## src/rtl/fetch_stage.sv

```systemverilog
// Fetch stage: PC register, fetch/decode pipeline register, BOOT/RUN/HALT control
// and saturating stall/flush performance counters. All outputs come straight from flops.
module fetch_stage #(
    parameter int unsigned        PCWIDTH    = 32,
    parameter int unsigned        INSTRWIDTH = 32,
    parameter int unsigned        PCSTEP     = 4,
    parameter logic [PCWIDTH-1:0] RESETPC    = '0,
    parameter logic [3:0]         HALTOPCODE = 4'hF,
    parameter int unsigned        COUNTWIDTH = 16
) (
    input  logic                  clk,
    input  logic                  reset,
    input  logic                  stallF,
    input  logic                  stallD,
    input  logic                  flushD,
    input  logic                  takeBranchE,
    input  logic [PCWIDTH-1:0]    branchTargetE,
    input  logic [INSTRWIDTH-1:0] instrF,
    output logic [PCWIDTH-1:0]    pcF,
    output logic [INSTRWIDTH-1:0] instrD,
    output logic [PCWIDTH-1:0]    pcPlusStepD,
    output logic                  validD,
    output logic                  halted,
    output logic [COUNTWIDTH-1:0] stallCount,
    output logic [COUNTWIDTH-1:0] flushCount
);

    typedef enum logic [1:0] {StBoot, StRun, StHalt} state_e;

    state_e                  state_q, state_d;
    logic [PCWIDTH-1:0]      pc_q, pc_d;
    logic [INSTRWIDTH-1:0]   instr_q, instr_d;
    logic [PCWIDTH-1:0]      pcp_q, pcp_d;
    logic                    valid_q, valid_d;
    logic [COUNTWIDTH-1:0]   stall_cnt_q, stall_cnt_d;
    logic [COUNTWIDTH-1:0]   flush_cnt_q, flush_cnt_d;

    logic                    halt_d;
    logic                    hold_fetch;
    logic [PCWIDTH-1:0]      pc_step;

    assign pc_step = pc_q + PCWIDTH'(PCSTEP);

    // A halt in D is only honoured if it will actually leave D this cycle.
    assign halt_d = (state_q == StRun) && valid_q &&
                    (instr_q[INSTRWIDTH-1 -: 4] == HALTOPCODE) && !flushD && !stallD;

    assign hold_fetch = (state_q != StRun) || halt_d;

    always_comb begin
        state_d = state_q;
        unique case (state_q)
            StBoot:  state_d = StRun;
            StRun:   if (halt_d) state_d = StHalt;
            StHalt:  state_d = StHalt;
            default: state_d = StBoot;
        endcase
    end

    always_comb begin
        pc_d = pc_q;
        if (takeBranchE && (state_q != StBoot)) begin
            pc_d = branchTargetE;
        end else if (!hold_fetch && !stallF) begin
            pc_d = pc_step;
        end
    end

    always_comb begin
        instr_d = instr_q;
        pcp_d   = pcp_q;
        valid_d = valid_q;
        if (flushD || (!stallD && hold_fetch)) begin
            instr_d = '0;
            pcp_d   = '0;
            valid_d = 1'b0;
        end else if (!stallD) begin
            instr_d = instrF;
            pcp_d   = pc_step;
            valid_d = 1'b1;
        end
    end

    always_comb begin
        stall_cnt_d = stall_cnt_q;
        flush_cnt_d = flush_cnt_q;
        if (stallF && !takeBranchE && (state_q == StRun) && (stall_cnt_q != '1)) begin
            stall_cnt_d = stall_cnt_q + COUNTWIDTH'(1);
        end
        if (flushD && (flush_cnt_q != '1)) begin
            flush_cnt_d = flush_cnt_q + COUNTWIDTH'(1);
        end
    end

    always_ff @(posedge clk or negedge reset) begin
        if (!reset) begin
            state_q     <= StBoot;
            pc_q        <= RESETPC;
            instr_q     <= '0;
            pcp_q       <= '0;
            valid_q     <= 1'b0;
            stall_cnt_q <= '0;
            flush_cnt_q <= '0;
        end else begin
            state_q     <= state_d;
            pc_q        <= pc_d;
            instr_q     <= instr_d;
            pcp_q       <= pcp_d;
            valid_q     <= valid_d;
            stall_cnt_q <= stall_cnt_d;
            flush_cnt_q <= flush_cnt_d;
        end
    end

    assign pcF         = pc_q;
    assign instrD      = instr_q;
    assign pcPlusStepD = pcp_q;
    assign validD      = valid_q;
    assign halted      = (state_q == StHalt);
    assign stallCount  = stall_cnt_q;
    assign flushCount  = flush_cnt_q;

endmodule

```

## config.mk

```make
export PLATFORM = sky130hd
export DESIGN_NAME = fetch_stage
export DESIGN_NICKNAME = d
export VERILOG_FILES = /design/src/rtl/fetch_stage.sv
export SDC_FILE = /design/constraint.sdc
export NUM_CORES = 1
export LEC_CHECK = 0
export BUFFER_PORTS_ARGS = -buffer_cell sky130_fd_sc_hd__buf_2
export CAP_MARGIN = 30
export CORE_ASPECT_RATIO = 1.75
export CORE_UTILIZATION = 40
export CTS_CLUSTER_SIZE = 40
export DETAILED_ROUTE_END_ITERATION = 6
export HOLD_SLACK_MARGIN = 0.15
export PLACE_DENSITY = 0.65
export SLEW_MARGIN = 20
export SYNTH_ARGS = -nofsm -noshare
export SYNTH_HDL_FRONTEND = slang
export SYNTH_SLANG_ARGS = --single-unit
```

## constraint.sdc

```tcl
create_clock -name clk -period 3 [get_ports clk]
set_input_delay 0.3 -clock clk [delete_from_list [all_inputs] [get_ports clk]]
set_output_delay 0.3 -clock clk [all_outputs]
set_load 0.02 [all_outputs]
```

==> flow_summary_export.csv <==
group,metric,value,unit
status,status,"complete, no violations",
critical_path,required,3340,ps
job,drv_cap,0,
sta,tns,0,ps
routing,routed.top_layer,"met4",
die,pin_count,200,
grt,grt_max_degree,63,
worst_hold_path,hp-class,"in -> reg",
finish,fin_nets,925,
sta,setup_violations,0,
sta,worstMarginPinSlew,762,ps
critical_path,regToRegSetupSlack,770,ps
sta,fmax,449,MHz
clock_network,cts_root_buf,"clkbuf_16",
synth,yosys.area_share.simple,18.8,%
clock_network,ctsResizeCount,0,
routing,drtIter0Drc,152,
grt,antenna_found_initial,0,
power,p_per_area,786,mW/mm^2
sta,drv_slew,0,
critical_path,reg2reg_depth,5,
worst_hold_path,holdPathEnd,"flushCount[12]",
sta,grt_setup_unrepaired,"false",
power,total_power,6.73,mW
sta,finalHoldViolations,0,
finish,final_core_util,57.4,%
synth,synth_area_leaders,"dfrtp_1, xor2_1, nand2_1, xnor2_1, a22o_1",
synth,ys_ff_latch,131,
clock_network,cts_tree,"done",
critical_path,critPathKind,"reg -> reg",
finish,syn2layout_area_growth,39.7,%
routing,viasPerCell,5.21,
finish,diodes,0,
die,die-area,0.0158,sq mm
placement,routabilityCongestion,0.856,
synth,syn_avg_cell_area,10.5,sq um
sta,max_slew_margin,48.9,%
placement,dp_worst_setup_slack,813,ps
placement,dp_hpwl,12000,um
critical_path,cp-start-kind,"register",
clock_network,cts_num_sinks,131,
synth,ys.flop_type,"dfrtp_1",
synth,synthAdderAreaFrac,1.22,%
power,leakage,4.14,nW
critical_path,end_kind,"register",
die,core,0.0149,sq mm
routing,wl_met3,986,um
synth,synthMuxAreaShare,1.08,%
synth,synthArstFlopShare,100,%
power,ir_drop,442,uV
routing,drt_wl_total,17300,um
grt,grt_pass1_wl,27200,um
worst_hold_path,min-delay-start,"flushD",
clock_network,cts.clk_slew.worst_paths,60,ps
routing,vias,5435,
synth,ys_seq_area_share,53.5,%
clock_network,clockBufferDepth,2,
synth,yosysUniqueCellTypes,44,
routing,wl_met1,6610,um
sta,fin_crit,2230,ps
worst_hold_path,hold_path_depth,3,
grt,first_global_vias,5511,
clock_network,clk_latency,410,ps
routing,dr.pass1.iters,4,
sta,min_period_over_period,74.2,%
synth,ys_warn_count,0,
routing,ant_nets,0,
synth,synth-edff-count,0,
critical_path,r2r-end,"pcPlusStepD[24]",
critical_path,crit_arrival,2570,ps
clock_network,cts-htree-levels,4,
clock_network,numCtsBuffers,17,
synth,synth_compound_area_share,10.9,%
synth,synth_top_area_share,53.5,%
synth,synth_top_area_cell,"dfrtp_1",
die,start_util,41.1,%
routing,wl_met2,9050,um
sta,clock_skew,10.0,ps
die,die_height,166,um
grt,groute.usage.overall,22.3,%
finish,drive_gt1_share,30.2,%
synth,synthCells,585,
die,fp.dieW,95.6,um
critical_path,r2r_start,"pcF[8]",
synth,syn-cell-area,0.00613,sq mm
synth,synth_nets,661,
placement,io_buffers,199,
synth,synth_top_family_by_area,"simple AND/OR/NAND/NOR gates",
grt,overflow,0,
die,rows,59,
routing,route.detailed.drc,0,
routing,avgRoutedWirePerCell,16.6,um
critical_path,crit_fanout,10,
clock_network,cts_setup_buffers,0,
synth,synth-xor-area-share,12.0,%
sta,setup_ws,774,ps
[layout by cell type (no fill, tap or decap), types with 5 or more instances in the layout]
cell type        n
xor2_1          45
mux2_2           5
a22o_1          38
o21ai_1          5
ha_1             6
clkbuf_16       17
xnor2_1         39
o21ai_0         53
nor2_1          21
and4_1           5
nor3_2           5
nand4_1         25
dlygate4sd3_1   65
dfrtp_1        131
and3_1           6
buf_4            9
nand3_1         29
inv_1            5
nor3_1          11
buf_2          198
nand2_1         92
[per-stage QoR]
| stage | instance area [sq um] | hold WS (ps) | std cells |
|---|---|---|---|
| after floorplan | 6130 | 4.41 | 585 |
| after global placement | 7360 | 322 | 948 |
| after detailed placement | 7360 | 322 | 948 |
| after CTS | 8560 | 313 | 1043 |
| after global routing | 8560 | 330 | 1043 |
| final | 8560 | 333 | 1043 |
[critical path, cell delays in order (launching register included)]
cell     delay, ps
dfrtp_1        550
nand4_4        230
or4b_1         810
or3_1          390
nand2_1         70
a22o_1         110
[flip-flops by register name (all words and copies together) (netlist names)]
name / flops
state_q: 2
validD: 1
flushCount: 16
pcPlusStepD: 32
stallCount: 16
pcF: 32
instrD: 32
[metal layers]
layer / track usage, % / vias up
met5: 0 / -
met1: 24.3 / 2612
met4: 11.7 / 0
li1: - / 2572
met2: 39.7 / 209
met3: 4.17 / 42
[what timing repair did]
item | in CTS | in global routing
setup endpoints to repair | 0 | 0
hold endpoints to repair | 124 | 0
hold buffers | 65 | 0
[synth_stat cells, types with 12 or more instances]
cell type,number
a22o_1,38
nor2_1,21
clkbuf_1,19
nand4_1,25
xnor2_1,39
nor3_1,12
nand3_1,29
dfrtp_1,131
xor2_1,45
nand2_1,92
o21ai_0,53
[layout make-up]
cell class | instances | area, sq um
Fill cell | 1272 | 6350
Sequential cell | 131 | 3280
Multi-Input combinational cell | 419 | 2730
Timing Repair Buffer | 275 | 1760
Clock buffer | 20 | 437
Tap cell | 183 | 229
Clock inverter | 10 | 113
Inverter | 5 | 18.8
[power by group]
part,internal (mW),switching (mW)
Clock,1.21,0.747
Sequential,2.14,0.561
Combinational,0.815,1.26
[worst max-delay path by stage]
stage                      endpoint  startpoint
floorplan           pcPlusStepD[16]      pcF[2]
global placement    pcPlusStepD[24]      pcF[8]
detailed placement  pcPlusStepD[24]      pcF[8]
CTS                 pcPlusStepD[24]      pcF[8]
global route        pcPlusStepD[24]      pcF[8]
finish              pcPlusStepD[24]      pcF[8]
[cells by family (layout without fill, tap and decap cells)]
kind of cell    count (synthesis)  count (layout)
buf+inv                        35             310
flops                         131             131
simple gates                  221             221
compound gates                102             102
xor+xnor                       84              84
fa+ha+maj                       6               6
mux                             6               6
Note: power is estimated with default switching activity, not from simulation.
